--- src/rtl/mac_pkg.sv ---
// Shared types and default sizing for the MAC accumulator.
package mac_pkg;
  typedef enum logic {IDLE, ACCUM} state_t;

  localparam int DEF_BITWIDTH_PRODUCT = 64;
  localparam int DEF_BITWIDTH_ACC     = 68;
  localparam int DEF_VEC_LEN          = 16;

  // Counter width; a single-term vector still needs a 1-bit counter.
  function automatic int cnt_width(input int vec_len);
    return (vec_len > 1) ? $clog2(vec_len) : 1;
  endfunction
endpackage

--- src/rtl/sat_adder.sv ---
// Unsigned adder that clamps to all-ones on carry out.
module sat_adder #(
  parameter int WIDTH = 68
) (
  input  logic [WIDTH-1:0] a,
  input  logic [WIDTH-1:0] b,
  output logic [WIDTH-1:0] sum,
  output logic             sat
);
  logic [WIDTH:0] full;

  assign full = {1'b0, a} + {1'b0, b};
  assign sat  = full[WIDTH];
  assign sum  = full[WIDTH] ? {WIDTH{1'b1}} : full[WIDTH-1:0];
endmodule

--- src/rtl/mac_accumulator.sv ---
// Sums VEC_LEN unsigned products with saturation; publishes each vector sum
// with a one-cycle acc_valid pulse and a per-vector overflow flag.
module mac_accumulator
  import mac_pkg::*;
#(
  parameter int BITWIDTH_PRODUCT = DEF_BITWIDTH_PRODUCT,
  parameter int BITWIDTH_ACC     = DEF_BITWIDTH_ACC,
  parameter int VEC_LEN          = DEF_VEC_LEN
) (
  input  logic                        clk,
  input  logic                        rstn,
  input  logic                        clr,
  input  logic [BITWIDTH_PRODUCT-1:0] p,
  input  logic                        p_valid,
  output logic [BITWIDTH_ACC-1:0]     acc,
  output logic                        acc_valid,
  output logic                        ovf,
  output logic                        busy
);
  localparam int CW = cnt_width(VEC_LEN);

  state_t                  state, state_next;
  logic [CW-1:0]           cnt;
  logic [BITWIDTH_ACC-1:0] psum, p_ext, add_a, add_sum;
  logic                    sticky, add_sat, last, sticky_next;

  assign p_ext = BITWIDTH_ACC'(p);
  assign last  = (cnt == CW'(VEC_LEN - 1));
  // The first term of a vector loads rather than adds.
  assign add_a = (state == IDLE) ? '0 : psum;
  assign sticky_next = ((state == IDLE) ? 1'b0 : sticky) | add_sat;
  assign busy  = (state == ACCUM);

  sat_adder #(.WIDTH(BITWIDTH_ACC)) u_add (
    .a   (add_a),
    .b   (p_ext),
    .sum (add_sum),
    .sat (add_sat)
  );

  always_comb begin
    state_next = state;
    if (clr)          state_next = IDLE;
    else if (p_valid) state_next = last ? IDLE : ACCUM;
  end

  always_ff @(posedge clk or negedge rstn) begin
    if (!rstn) state <= IDLE;
    else       state <= state_next;
  end

  always_ff @(posedge clk or negedge rstn) begin
    if (!rstn) begin
      cnt       <= '0;
      psum      <= '0;
      sticky    <= 1'b0;
      acc       <= '0;
      ovf       <= 1'b0;
      acc_valid <= 1'b0;
    end else begin
      acc_valid <= 1'b0;
      if (clr) begin
        cnt    <= '0;
        psum   <= '0;
        sticky <= 1'b0;
      end else if (p_valid) begin
        if (last) begin
          acc       <= add_sum;
          ovf       <= sticky_next;
          acc_valid <= 1'b1;
          cnt       <= '0;
          psum      <= '0;
          sticky    <= 1'b0;
        end else begin
          psum   <= add_sum;
          sticky <= sticky_next;
          cnt    <= cnt + 1'b1;
        end
      end
    end
  end
endmodule

--- config.mk ---
export PLATFORM = sky130hd
export DESIGN_NAME = mac_accumulator
export DESIGN_NICKNAME = d
export VERILOG_FILES = /design/src/rtl/mac_pkg.sv /design/src/rtl/sat_adder.sv /design/src/rtl/mac_accumulator.sv
export SDC_FILE = /design/constraint.sdc
export NUM_CORES = 1
export LEC_CHECK = 0
export ABC_CLOCK_PERIOD_IN_PS = 6700
export BUFFER_PORTS_ARGS = -buffer_cell sky130_fd_sc_hd__clkbuf_2
export CAP_MARGIN = 20
export CORE_ASPECT_RATIO = 0.8
export CORE_MARGIN = 4
export CORE_UTILIZATION = 29
export DETAILED_ROUTE_END_ITERATION = 10
export GPL_TIMING_DRIVEN = 0
export PLACE_DENSITY = 0.54
export SLEW_MARGIN = 10
export SYNTH_ARGS = -nofsm -noshare
export SYNTH_HDL_FRONTEND = slang
export SYNTH_HIERARCHICAL = 1
export SYNTH_SLANG_ARGS = --single-unit
export TNS_END_PERCENT = 100
--- constraint.sdc ---
create_clock -name clk -period 6.7 [get_ports clk]
set_input_delay 0.335 -clock clk [delete_from_list [all_inputs] [get_ports clk]]
set_output_delay 0.335 -clock clk [all_outputs]
set_load 0.02 [all_outputs]
== Yosys cells after proc, flatten, opt, wreduce, memory -nomap -nowiden ==
Index checks and enable logic that the tools add are counted.
Storage, ports and cells
  input port bits: 68
  output and inout bits: 71
  logic and storage cells: 32
  bits in registers: 144
Cells by class
  equal/unequal tests: 1
  reduce and logical (&&, ||, !) cells: 2
  $add $sub $neg: 2
  bitwise operators: 2
  mux-type cells: 18
Operators with widths (count)
  $mux 68: 5
  $add 68x64->69: 1
  $mux 4: 3
  $mux 1: 10
  $add 4x1->4 const B: 1
  $eq 4x4->1 const B: 1
  $reduce_and 3->1: 1
  $reduce_bool 2->1: 1
  $not 1->1: 1
  $or 1x1->1: 1

== Logic depth before layout (Yosys ltp) ==
  depth after elaboration: 6
  gate-level depth with buffers: 18

== By module ==
Netlist, hierarchy kept.
By module, submodules not included
  mac_accumulator: area an instance 5761.8 µm², instances 1, seq. area each 3603.5 µm², cells each 405
  sat_adder: area an instance 4478.0 µm², instances 1, seq. area each 0.0 µm², cells each 697

== Worst setup path after synthesis ==
Ideal clock, no wire load.
  path type: reg2reg
  start: register state (netlist: busy)
  end: register sticky
  path buffers: 3
  required time: 6.582 ns
  arrival time: 3.525 ns
  cell stages (with the launch flop): 19
  clock period less this slack: 3.642 ns
  slack: 3.058 ns
  cell sequence: dfrtp_1 > clkbuf_1 > and2_1 > ha_1 > fa_1 > a21oi_1 > nand2b_4 > a211o_1 > o211a_1 > o31ai_2 > o211ai_1 > nand2_1 > a21oi_2 > buf_2 > buf_2 > inv_1 > a22o_1 > a21oi_1 > nor2_1
On the way
  longest elaborated chain between the ends: 6
  elaborated cells between the ends (all ways): 7
Ends and longest elaborated chain
  start: declaration: line mac_accumulator.sv:22  | state_t state, state_next;
  start signal: assignment: line mac_accumulator.sv:49  | else state <= state_next;
  $mux 68: line mac_accumulator.sv:30  | assign add_a = (state == IDLE) ? '0 : psum;
  net add_a[0]: line mac_accumulator.sv:24  | logic [BITWIDTH_ACC-1:0] psum, p_ext, add_a, add_sum;
  $add 68x64->69: line sat_adder.sv:12  | assign full = {1'b0, a} + {1'b0, b};
  net add_sat: line mac_accumulator.sv:25  | logic sticky, add_sat, last, sticky_next;
  $or 1x1->1: line mac_accumulator.sv:31  | assign sticky_next = ((state == IDLE) ? 1'b0 : sticky) | add_sat;
  $mux 1: line mac_accumulator.sv:67  | if (last) begin
  $mux 1: line mac_accumulator.sv:66  | end else if (p_valid) begin
  $mux 1: line mac_accumulator.sv:62  | if (clr) begin
  end signal: assignment: line mac_accumulator.sv:76  | sticky <= sticky_next;
  end: declaration: line mac_accumulator.sv:25
The timed path passes the listed nets, and every way through them passes these cells. The select of a mux whose other input is x is not followed.
A chain may end at the register's enable or synchronous reset.

== Final worst setup path ==
Ends and elaborated chain as after synthesis.

==> run metrics <==
status completed; TritonCTS buffer count 17; multi-input logic area 6270 um^2; synth warn 6; FF/Latch Area 3600 um^2; Die Y 176 um; met2 WL 13.0 mm; Final Non-Filler Cells 1748; area delta synth->final 19.4%; crit path buf inv count 4; Clock Path Buffers 2; initial core utilization 0.294; drt pass-1 iters 5; IO Port Bufs 137; Seq/Total Area, Yosys 0.352; root buffer cell clkbuf_16; Final Skew 0.00682 ns; Row Count 61; met1 wire length 15.5 mm; antenna-violating nets left 0; Final Max Tran Viols 0; Finished Core Util 0.351; Post-Syn Area per Cell 9.29 um^2; Critical Path End Type flip-flop; DRC violations left 0; worst skew pair latency 0.44 ns; Placed Instances 1715; Slew headroom 0.427; GRT Util Overall 0.159; worst path cell trace clkbuf_1 -> and2_1 -> ha_1 -> fa_1 -> a21oi_1 -> nand2b_4 -> a211o_1 -> o211a_1 -> o31ai_2 -> o211ai_1 -> nand2_1 -> a21oi_2 -> buf_2 -> buf_2 -> inv_1 -> a22o_1 -> a21oi_1 -> nor2_1; total power 2.56 mW; share of cells above drive strength 1 0.223; number of post-CTS setup repair buffers 0; Fill cells 3630; initial antenna violation count 0; largest net degree at the start of global routing 89; Final setup viols 0; Leakage 6.09 nW; Via Count 8888; chip width 218 um; Cells after Synth 1102; Crit path required time 7.02 ns; number of global-route vias before repair 8768; asr flop ratio synth 1.00; RSZ-0062 raised after global routing no; hold crit path type input pin to flip-flop; crit path DAT 5.41 ns; Final Hold Fails 0; peak supply drop 0.127 mV; first-pass GRT wire length 48.7 mm; DRT Wirelength 30.5 mm; synthesized cell area 10200 um^2; Max Used Layer met4; CTS tree yes; finished layout cell area 12200 um^2; met3 wire len 1.60 mm; CTS H-tree depth 4; slew at the pin closest to its max-slew limit 0.857 ns; CP delay by family, top compound AO/OA/AOI/OAI gates; number of synthesized flops with an enable pin 0; Layout Nets 1401; max_cap viols 0; Synth top area share 0.352; Yosys cell types 70; critical path's slowest cell dfrtp_1; share of the clock period used by the worst path 0.759; Vias/cell 5.08; critical path fanouts, max 10; Core ar. 34800 um^2; Inserted Diodes 0; Placed Instance Area 11600 um^2; Seq cells post-synth 144; Final TNS setup 0 ns; crit path kind flip-flop to flip-flop; Top Ports 139; Crit path largest cell delay 0.57 ns; Reg clk slew, reported paths 0.07 ns; Worst setup SP type flip-flop; synth top area cells dfrtp_1, ha_1, mux2_2, a22o_1, a21oi_1; Avg WL per Cell 17.5 um; top_reg_cell synth dfrtp_1; hpwl dp 23.8 mm; global route overflow 0; Fmax achieved 0.197 GHz; GPL Wtd Cong 0.888; PwrDens 210 nW/um^2; Clock Sinks 144; minimum clock period 5.09 ns; DR iter-0 viols 570; biggest area consumer among synthesized cells dfrtp_1; die area 38400 um^2
==> report_power, final <==
| part | internal [mW] | switching [mW] |
|---|---|---|
| clock | 0.668 | 0.424 |
| combinational | 0.200 | 0.319 |
| sequential | 0.922 | 0.0286 |
| total | 1.79 | 0.771 |
==> worst paths after layout <==
path | startpoint | end | slack [ns] | depth (start not counted)
setup reg to reg | busy | sticky | 1.61 | 18
max in group asynchronous | rstn | acc[36] | 5.45 | 3
setup / recovery | busy | sticky | 1.61 | 18
hold / removal | clr | cnt[3] | 0.13 | 2
hold reg to reg | psum[0] | psum[0] | 0.50 | 1
min in group asynchronous | rstn | acc[5] | 0.49 | 2
==> flip-flops by register name (all words and copies together), names as in the netlist <==
register	flops
acc	68
psum	68
cnt	4
acc_valid	1
busy	1
ovf	1
sticky	1
==> routing by layer <==
| layer | track usage | up-vias |
|---|---|---|
| li1 | - | 4315 |
| met1 | 0.237 | 4305 |
| met2 | 0.237 | 236 |
| met3 | 0.0322 | 32 |
| met4 | 0.0366 | 0 |
| met5 | 0 | - |
==> worst reg2reg max path, cell delays in order (launching register included) <==
cell and delay, ns:
dfrtp_1 0.57, clkbuf_1 0.34, and2_1 0.23, ha_1 0.22
fa_1 0.43, a21oi_1 0.29, nand2b_4 0.20, a211o_1 0.25
o211a_1 0.21, o31ai_2 0.11, o211ai_1 0.28, nand2_1 0.17
a21oi_2 0.43, buf_2 0.43, buf_2 0.34, inv_1 0.09
a22o_1 0.18, a21oi_1 0.14, nor2_1 0.05
==> layout make-up <==
type	count	area share
Multi-Input combinational cell	877	0.513
Sequential cell	144	0.295
Timing Repair Buffer	139	0.0599
Tap cell	472	0.0483
Clock buffer	18	0.0351
Buffer	59	0.0231
Clock inverter	14	0.0185
Inverter	25	0.00767
==> per-stage QoR <==
stage / hold slack, ns / worst slack (ns)
3_3_place_gp: 0.481 / 1.55
2_1_floorplan: 0.0394 / 3.06
5_1_grt: 0.137 / 1.23
6_report: 0.132 / 1.61
4_1_cts: 0.114 / 1.47
3_5_place_dp: 0.462 / 1.56
==> synth_stat cells, types with 7 or more instances <==
master,count
a22o_1,69
and2_1,72
nor2_1,60
nand4_1,22
xnor2_1,36
nand2_1,117
o21bai_1,20
nor3_1,14
buf_2,19
inv_1,25
mux2_4,10
nand2b_1,11
nor2b_1,7
nand3_1,12
xor2_1,24
o21a_1,8
mux2_2,60
dfrtp_1,144
o21ai_0,45
ha_1,69
a21o_1,32
clkbuf_1,33
a21oi_1,92
==> cells by family (layout without fill, tap and decap cells) <==
group	count (synthesis)	after routing	synth area share
compound gates	332	332	0.227
xor+xnor	60	60	0.0513
fa+ha+maj	70	70	0.0863
buf+inv	84	255	0.0368
flops	144	144	0.352
mux	72	72	0.0827
other cells	1	4	0.000366
simple gates	339	339	0.164
==> what timing repair did <==
item | 4_1_cts | 5_1_grt
hold buffers | 1 | 0
resized for setup | 0 | 0
endpoints found under the hold margin | 30 | 0
endpoints found under the setup margin | 0 | 0
==> cell usage in the layout, fill, tap and decap left out, types with 34 or more instances in the layout <==
cell type / count
a21oi_1: 92
a22o_1: 69
and2_1: 72
clkbuf_1: 34
clkbuf_2: 136
dfrtp_1: 144
ha_1: 69
mux2_2: 60
nand2_1: 117
nor2_1: 60
o21ai_0: 45
xnor2_1: 36
Note: power is estimated with default switching activity, not from simulation.
